`src/rtl/serializer_gearbox.sv`:
```
// Multi-lane parallel-to-serial gearbox sharing one bit counter.
// One-entry holding buffer decouples the source handshake from word boundaries.
module serializer_gearbox #(
   parameter int DATA_WIDTH = 10,
   parameter int LANES = 3,
   parameter bit LSB_FIRST = 1'b1,
   parameter logic [DATA_WIDTH-1:0] IDLE_WORD = 10'b1101010100
) (
   input  logic                        serial_clk,
   input  logic                        reset,
   input  logic                        enable,
   input  logic [LANES*DATA_WIDTH-1:0] paralell_data,
   input  logic                        paralell_valid,
   output logic                        paralell_ready,
   output logic [LANES-1:0]            serial_data_out,
   output logic                        word_start,
   output logic                        underrun,
   input  logic                        underrun_clr
);

   localparam int CW = (DATA_WIDTH > 1) ? $clog2(DATA_WIDTH) : 1;
   localparam logic [CW-1:0] LAST = CW'(DATA_WIDTH - 1);

   typedef enum logic {
      IDLE,
      RUN
   } state_t;

   state_t                                 state;
   state_t                                 state_nxt;
   logic [CW-1:0]                          bit_cnt;
   logic                                   boundary;
   logic                                   xfer;
   logic                                   ur_set;
   logic                                   hold_full;
   logic [LANES*DATA_WIDTH-1:0]            hold_data;
   logic [LANES-1:0][DATA_WIDTH-1:0]       shreg;

   assign boundary       = (bit_cnt == LAST);
   assign paralell_ready = enable & (~hold_full | boundary);
   assign xfer           = paralell_valid & paralell_ready;
   assign word_start     = (bit_cnt == '0);

   // Free-running: frame alignment never depends on traffic.
   always_ff @(posedge serial_clk or posedge reset) begin
      if (reset)
         bit_cnt <= '0;
      else if (boundary)
         bit_cnt <= '0;
      else
         bit_cnt <= bit_cnt + 1'b1;
   end

   always_ff @(posedge serial_clk or posedge reset) begin
      if (reset) begin
         hold_full <= 1'b0;
         hold_data <= '0;
      end else if (xfer) begin
         hold_full <= 1'b1;
         hold_data <= paralell_data;
      end else if (boundary) begin
         hold_full <= 1'b0;
      end
   end

   for (genvar k = 0; k < LANES; k++) begin : g_lane
      always_ff @(posedge serial_clk or posedge reset) begin
         if (reset)
            shreg[k] <= IDLE_WORD;
         else if (boundary)
            shreg[k] <= hold_full ?
                        hold_data[k*DATA_WIDTH +: DATA_WIDTH] : IDLE_WORD;
         else if (LSB_FIRST)
            shreg[k] <= shreg[k] >> 1;
         else
            shreg[k] <= shreg[k] << 1;
      end

      assign serial_data_out[k] = LSB_FIRST ? shreg[k][0] :
                                  shreg[k][DATA_WIDTH-1];
   end

   always_ff @(posedge serial_clk or posedge reset) begin
      if (reset)
         state <= IDLE;
      else
         state <= state_nxt;
   end

   always_comb begin
      state_nxt = state;
      unique case (state)
         IDLE: if (boundary && hold_full) state_nxt = RUN;
         RUN:  if (boundary && !hold_full && !enable) state_nxt = IDLE;
         default: state_nxt = IDLE;
      endcase
   end

   // A missing word only counts as underrun while a stream is running.
   always_comb begin
      ur_set = 1'b0;
      if (state == RUN)
         ur_set = boundary & ~hold_full & enable;
   end

   always_ff @(posedge serial_clk or posedge reset) begin
      if (reset)
         underrun <= 1'b0;
      else if (ur_set)
         underrun <= 1'b1;
      else if (underrun_clr)
         underrun <= 1'b0;
   end

endmodule

```
`config.mk`:
```
export PLATFORM = sky130hd
export DESIGN_NAME = serializer_gearbox
export DESIGN_NICKNAME = d
export VERILOG_FILES = /design/src/rtl/serializer_gearbox.sv
export SDC_FILE = /design/constraint.sdc
export NUM_CORES = 1
export LEC_CHECK = 0
export CAP_MARGIN = 20
export CELL_PAD_IN_SITES_DETAIL_PLACEMENT = 2
export CELL_PAD_IN_SITES_GLOBAL_PLACEMENT = 2
export CORE_MARGIN = 4
export CORE_UTILIZATION = 35
export CTS_CLUSTER_SIZE = 16
export DETAILED_ROUTE_END_ITERATION = 7
export PLACE_DENSITY = 0.8
export RECOVER_POWER = 50
export SYNTH_ARGS = -nofsm -noshare
export SYNTH_HDL_FRONTEND = slang
export SYNTH_SLANG_ARGS = --single-unit
```
`constraint.sdc`:
```
create_clock -name serial_clk -period 2.3 [get_ports serial_clk]
set_input_delay 0.46 -clock serial_clk [delete_from_list [all_inputs] [get_ports serial_clk]]
set_output_delay 0.46 -clock serial_clk [all_outputs]
set_load 0.02 [all_outputs]
```
# Word level (Yosys, flattened, before mapping)
# Index checks and enable logic that the tools add are counted.
# totals
register_bits	67
input_bits	35
output_inout_bits	6
word_cells	40
# classes
addsub	1
eq_ne	1
muxes	15
bitwise_logic	7
reduce_logical	8
# op_table
operator	n
$mux W10	6
$mux W1	7
$add A4 B1 Y4 const B	1
$and A1 B1 Y1	4
$eq A4 B4 Y1 const B	1
$logic_not A4 Y1	1
$mux W4	1
$reduce_bool A2 Y1	2
$logic_and A1 B1 Y1	3
$logic_not A1 Y1	2
$not A1 Y1	2
$pmux W1 S2	1
$or A1 B1 Y1	1

# Logic depth before layout (Yosys ltp)
# Gate-level depths: netlist of run 1.
# logic_depth
depth_word	5
depth_mapped	4
ltp_nobuf	3

# Worst setup path after synthesis of run 1
# OpenSTA, ideal clock, no wires.
# synth_path
kind	register to output
start	register bit_cnt[3]
end	output port word_start
t_arrival_ps	1169
path_slack_ps	671
path_stages_with_launch	2
cell_sequence	dfrtp_1 -> nor4_1
# synth_via
elab_chain_len	1
# synth_rtl
element	line_no	rtl
start: declaration	31	logic [CW-1:0] bit_cnt;
start signal: assignment	51	bit_cnt <= bit_cnt + 1'b1;
$logic_not A4 Y1	42	assign word_start = (bit_cnt == '0);
end: declaration	16	output logic word_start,
# Every way passes these cells.

# Final worst setup path of run 1
# layout_path
start	register bit_cnt[1]
end	output port paralell_ready
# layout_via
elab_chain_len	3
# layout_rtl
element	line_no	rtl
$eq A4 B4 Y1	39	assign boundary = (bit_cnt == LAST);
$or A1 B1 Y1	40	assign paralell_ready = enable & (~hold_full | boundary);
$and A1 B1 Y1	40	
end: declaration	14	output logic paralell_ready,
# Every way passes these cells.

==> impl_metrics.tcl, run 1 <==
set metrics [dict create \
    ys_seq_area_share_pct 63.2 \
    stdcell_count 370 \
    r2r_end "hold_data[19]" \
    drive_gt1_share_pct 25.8 \
    arrival_ns 1.57 \
    syn-cell-area_mm2 0.00268 \
    fin_crit_sh_pct 88.3 \
    num_antenna_cells 0 \
    mostFrequentLayoutCell "dfrtp_1" \
    ant_nets 0 \
    slowest_stage "dfrtp_1" \
    placement.io_buffers 40 \
    grt_max_degree 68 \
    grt_pass1_wl_um 10100 \
    ff2ff_path_depth 5 \
    synth-seq-cells 67 \
    place_congestion 0.685 \
    crit_family "simple AND/OR/NAND/NOR gates" \
    start_kind "flop" \
    path_buf_inv 1 \
    wire_per_inst_um 16.2 \
    core_mm2 0.00737 \
    dieArea_mm2 0.00913 \
    worst_slack_ns 0.269 \
    outcome "complete, no violations" \
    clock-sinks 67 \
    viasPerCell 4.80 \
    setup_viol 0 \
    slew_headroom_pct 3.34 \
    reg2reg_slack_ns 0.43 \
    vias 1777 \
    synthCells 225 \
    nFillCells 758 \
    cts_buffer_depth 2 \
    wl_um 6000 \
    ctsHoldBuffers 0 \
    fmax_ghz 0.492 \
    hold_path_startpoint "shreg[11]" \
    whs_path_depth 2 \
    cap_violations 0 \
    power_density_mw_per_mm2 866 \
    dr.pass1.iters 3 \
    track_usage_pct 14.9 \
    tns_ns 0 \
    syn_to_final_growth_pct 26.4 \
    grt_antenna_before_repair 0 \
    cp_max_fo 6 \
    syn_area_per_cell_um2 11.9 \
    end_kind "output pin" \
    drtIter0Drc 32 \
    pre_cts_slack_ns 0.111 \
    syn_nets 260 \
    dieWidth_um 95.6 \
    rows 31 \
    p_leak_nw 1.58 \
    hold_viol 0 \
    nets 301 \
    io_pins 41 \
    cts_buffers 9 \
    max_slew.worst_pin.slew_ns 1.45 \
    grt_pass1_vias 2039 \
    start_util_pct 36.4 \
    totalPowerFinal_mw 2.94 \
    slowest_delay_ns 0.44 \
    rsz0062_at_grt "no" \
    critPathKind "flop to output pin" \
    place_inst 354 \
    min_to "serial_data_out[1]" \
    root_buffer "clkbuf_8" \
    clkTransAtPathRegs_ns 0.08 \
    vdd_drop_max_mv 0.358 \
    critical_path_required_ns 1.84 \
    hpwl_um 3890 \
    synth_cell_type_count 25 \
    worstSkewPairLatency_ns 0.34 \
    final_cell_mix "dfrtp_1, clkdlybuf4s50_1, nand2_1" \
    die_y_um 95.6 \
    holdWs_ns 0.463 \
    skew_ns 0.00627 \
    cts_tree "yes" \
    crit_chain "nand4bb_4 -> nand2_1 -> and2_1 -> dlygate4sd2_1" \
    htreeDepth 3 \
    min-delay-path-class "flop to flop" \
    overflow 0 \
    drc_errors 0 \
    layout_min_cycle_time_ns 2.03 \
    rr_startpoint "bit_cnt[1]" \
    slew_viol_final 0 \
    ys.warnings.count 0 \
]
[synthesized netlist by cell type, drive strengths merged]
cell | number | share of area [%]
nand3 | 16 | 3.0
nor4 | 1 | 0.23
nand2 | 37 | 5.2
nor2 | 12 | 1.7
xnor2 | 1 | 0.33
a31oi | 12 | 2.8
mux2 | 30 | 13
and2 | 1 | 0.23
buf | 11 | 3.0
dfstp | 15 | 15
o32ai | 1 | 0.33
o21ai | 3 | 0.56
nand2b | 1 | 0.23
nand4bb | 1 | 1.0
a21oi | 4 | 1.2
clkbuf | 5 | 0.70
mux2i | 1 | 0.37
inv | 19 | 2.7
dfrtp | 52 | 48
and4bb | 1 | 0.47
a22o | 1 | 0.33
[worst register-to-register path, stage by stage (launching register included)]
cell and delay [ns]:
dfrtp_1 0.44, nand4bb_4 0.25, buf_4 0.24, a21oi_4 0.18, buf_4 0.28, mux2_2 0.38
[cell type report]
type,count,area [um^2],area share (%)
Clock buffer,10,138,4.06
Clock inverter,6,88.8,2.62
Inverter,19,71.3,2.10
Multi-Input combinational cell,123,818,24.1
Sequential cell,67,1700,50.0
Tap cell,99,124,3.65
Timing Repair Buffer,46,457,13.5
[per-stage QoR]
stage	instance area, um^2	util, %
finish	3390	46.0
global route	3390	46.0
CTS	3400	46.2
detailed placement	3180	43.1
global placement	3180	43.1
floorplan	2680	-
[per-layer routing]
metal  part of all wire, %  global-route usage, %  vias up
met3                   4.3                   4.03        8
met5                     0                      0        -
met4                   1.8                   6.75        0
met1                    40                   16.5      913
met2                    53                   26.6       31
li1                      -                      -      825
[cell families (layout without fill, tap and decap cells)]
kind of cell	after synthesis	count (layout)	share of synthesized area [%]
compound gates	21	21	5.17
xor+xnor	1	1	0.326
buf+inv	35	81	6.34
flops	67	67	63.2
mux	31	31	13.0
simple gates	70	70	12.0
[power breakdown]
part           total, mW  internal (mW)  switching (mW)
combinational      0.415          0.234           0.181
sequential          1.42           1.34          0.0756
clock               1.11          0.640           0.466
[registers in the layout, indices dropped and copies added, names as in the netlist]
register / flops
shreg: 27
state: 1
bit_cnt: 4
hold_data: 30
underrun: 1
serial_data_out: 3
hold_full: 1
[worst max-delay path by stage]
stage,startpoint,endpoint,depth (start not counted)
final,bit_cnt[1],paralell_ready,4
after global routing,reset,hold_data[16],3
after CTS,bit_cnt[3],word_start,2
after detailed placement,enable,paralell_ready,3
after global placement,enable,paralell_ready,3
after floorplan,reset,bit_cnt[0],1
[repair_timing]
| action | 4_1_cts | 5_1_grt |
|---|---|---|
| setup endpoints to repair | 1 | 1 |
| buffers inserted | 0 | 0 |
| resized for setup | 1 | 1 |
(Power assumes the default switching activity.)
==> run 2, diff against run 1 <==
--- a/config.mk
+++ b/config.mk
@@ -12,8 +12,9 @@
 export CORE_UTILIZATION = 35
 export CTS_CLUSTER_SIZE = 16
 export DETAILED_ROUTE_END_ITERATION = 7
-export PLACE_DENSITY = 0.8
+export PLACE_DENSITY = 0.85
 export RECOVER_POWER = 50
 export SYNTH_ARGS = -nofsm -noshare
 export SYNTH_HDL_FRONTEND = slang
 export SYNTH_SLANG_ARGS = --single-unit
+export TNS_END_PERCENT = 1
==> constraint.sdc (replaced) <==
create_clock -name serial_clk -period 2.3 [get_ports serial_clk]
set_input_delay 0.575 -clock serial_clk [delete_from_list [all_inputs] [get_ports serial_clk]]
set_output_delay 0.575 -clock serial_clk [all_outputs]
set_load 0.02 [all_outputs]
==> run 2 against run 1 <==
Against the previous run:
- combinational power increased by 3%
- worst setup slack lost 0.11 ns
- die area stayed put
- clock skew up 0.0062 ns
- core utilization shrank 0.25 points
- sequential power hardly changed
- first-iteration DRC count is 3.1% higher
- total power decreased by 4.6%
- sequential share of layout area increased by 0.28 points
- critical path type unchanged
==> impl_metrics.tcl, run 2 (synthesis gave the netlist of run 1 again) <==
set metrics [dict create \
    arrival_ns 1.57 \
    syn_to_final_growth_pct 25.7 \
    track_usage_pct 14.9 \
    final_cell_mix "dfrtp_1, nand2_1, clkdlybuf4s50_1" \
    wl_um 6040 \
    critical_path_required_ns 1.73 \
    min-delay-path-class "flop to flop" \
    crit_chain "nand4bb_4 -> nand2_1 -> and2_1 -> dlygate4sd2_1" \
    clock-sinks 67 \
    drc_errors 0 \
    rows 31 \
    cap_violations 0 \
    max_slew.worst_pin.slew_ns 0.913 \
    ant_nets 0 \
    skew_ns 0.0125 \
    slew_headroom_pct 39.1 \
    outcome "complete, no violations" \
    mostFrequentLayoutCell "dfrtp_1" \
    p_switching_uw 693 \
    worstSkewPairLatency_ns 0.33 \
    core_mm2 0.00737 \
    cts_buffer_depth 2 \
    hpwl_um 4070 \
    wire_per_inst_um 16.3 \
    stdcell_count 371 \
    grt_antenna_before_repair 0 \
    reg_top3 "hold_data: 30 flops, shreg: 27 flops, bit_cnt: 4 flops" \
    end_kind "output pin" \
    rsz0062_at_grt "no" \
    slowest_stage "dfrtp_1" \
    pwr-share-seq_pct 50.6 \
    grt_max_degree 68 \
    num_antenna_cells 0 \
    dieWidth_um 95.6 \
    largest_reg_flops 30 \
    post_cts_buffers 0 \
    drive_gt1_share_pct 25.0 \
    largest-register "hold_data" \
    die_y_um 95.6 \
    power.clock.fraction_pct 34.2 \
    fin_crit_sh_pct 93.1 \
    placement.io_buffers 40 \
    crit_family "simple AND/OR/NAND/NOR gates" \
    path_buf_inv 1 \
    slew_viol_final 0 \
    clkTransAtPathRegs_ns 0.08 \
    grt_pass1_wl_um 10200 \
    place_congestion 0.704 \
    critPathKind "flop to output pin" \
    fmax_ghz 0.467 \
    sw_frac_of_total_pct 24.7 \
    power_density_mw_per_mm2 830 \
    internal-power_mw 2.11 \
    combPwrFrac_pct 15.2 \
    start_kind "flop" \
    cts_tree "yes" \
    grt_pass1_vias 2076 \
    cp_max_fo 6 \
    layout_min_cycle_time_ns 2.14 \
    p_leak_nw 1.57 \
    drtIter0Drc 33 \
    root_buffer "clkbuf_8" \
    slowest_delay_ns 0.44 \
    vdd_drop_max_mv 0.287 \
    ctsHoldBuffers 0 \
    setup_viol 0 \
    io_pins 41 \
    overflow 0 \
    vias 1785 \
    dieArea_mm2 0.00913 \
    pre_cts_slack_ns -0.0481 \
    hold_viol 0 \
    place_inst 355 \
    utilization_pct 45.8 \
    worst_slack_ns 0.159 \
    cts_buffers 9 \
    totalPowerFinal_mw 2.80 \
    dr.pass1.iters 4 \
    nets 302 \
    viasPerCell 4.81 \
    htreeDepth 3 \
    start_util_pct 36.4 \
]
-- run 2: stage by stage --
step	area (um^2)	hold slack [ns]	setup TNS, ns
6_report	3370	0.449	0
5_1_grt	3370	0.494	0
4_1_cts	3390	0.460	0
3_5_place_dp	3200	0.442	-0.0481
3_3_place_gp	3200	0.424	-0.0274
2_1_floorplan	2680	0.414	0
-- run 2: final timing paths --
kind                            startpoint            endpoint  slack [ns]  cells past startpoint
worst max-delay path            bit_cnt[1]      paralell_ready        0.16                      4
min in group asynchronous            reset        hold_data[3]        0.98                      3
max in group asynchronous            reset               state        0.70                      3
worst max register to register  bit_cnt[1]        hold_data[9]        0.47                      5
worst min register to register    shreg[1]  serial_data_out[0]        0.45                      2
worst min-delay path              shreg[1]  serial_data_out[0]        0.45                      2
-- run 2: final cells by class --
| cell class | count | area [um^2] |
|---|---|---|
| inverter | 19 | 71.3 |
| clock buffer | 13 | 149 |
| sequential | 67 | 1700 |
| multi-input combinational | 123 | 818 |
| fill | 738 | 4000 |
| tap | 99 | 124 |
| timing repair buffer | 47 | 475 |
| clock inverter | 3 | 40.0 |
-- run 2: routing by layer --
| layer | routed length [um] | global-route usage [%] |
|---|---|---|
| met3 | 205 | 3.63 |
| met5 | 0 | 0 |
| met4 | 71 | 5.33 |
| met1 | 2510 | 16.7 |
| met2 | 3260 | 27.0 |
-- run 2: power by group through the flow --
stage | Combinational (mW) | Sequential [mW] | Clock, mW
finish | 0.427 | 1.42 | 0.958
global route | 0.481 | 1.44 | 1.05
CTS | 0.444 | 1.42 | 0.992
detailed placement | 0.439 | 1.44 | 0
global placement | 0.402 | 1.43 | 0
floorplan | 0.302 | 1.41 | 0
-- run 2: worst reg2reg max path, delay by kind of cell (launching register included) --
family / cells / cell delay, ns
AOI/OAI and AO/OA: 1 / 0.22
buffers and inverters: 2 / 0.45
DFF: 1 / 0.44
muxes: 1 / 0.36
and+or+nand+nor: 1 / 0.25
-- run 2: what timing repair did --
action | 4_1_cts | 5_1_grt
resized for setup | 2 | 0
setup endpoints to repair | 2 | 0
endpoints found under the hold margin | 0 | 0
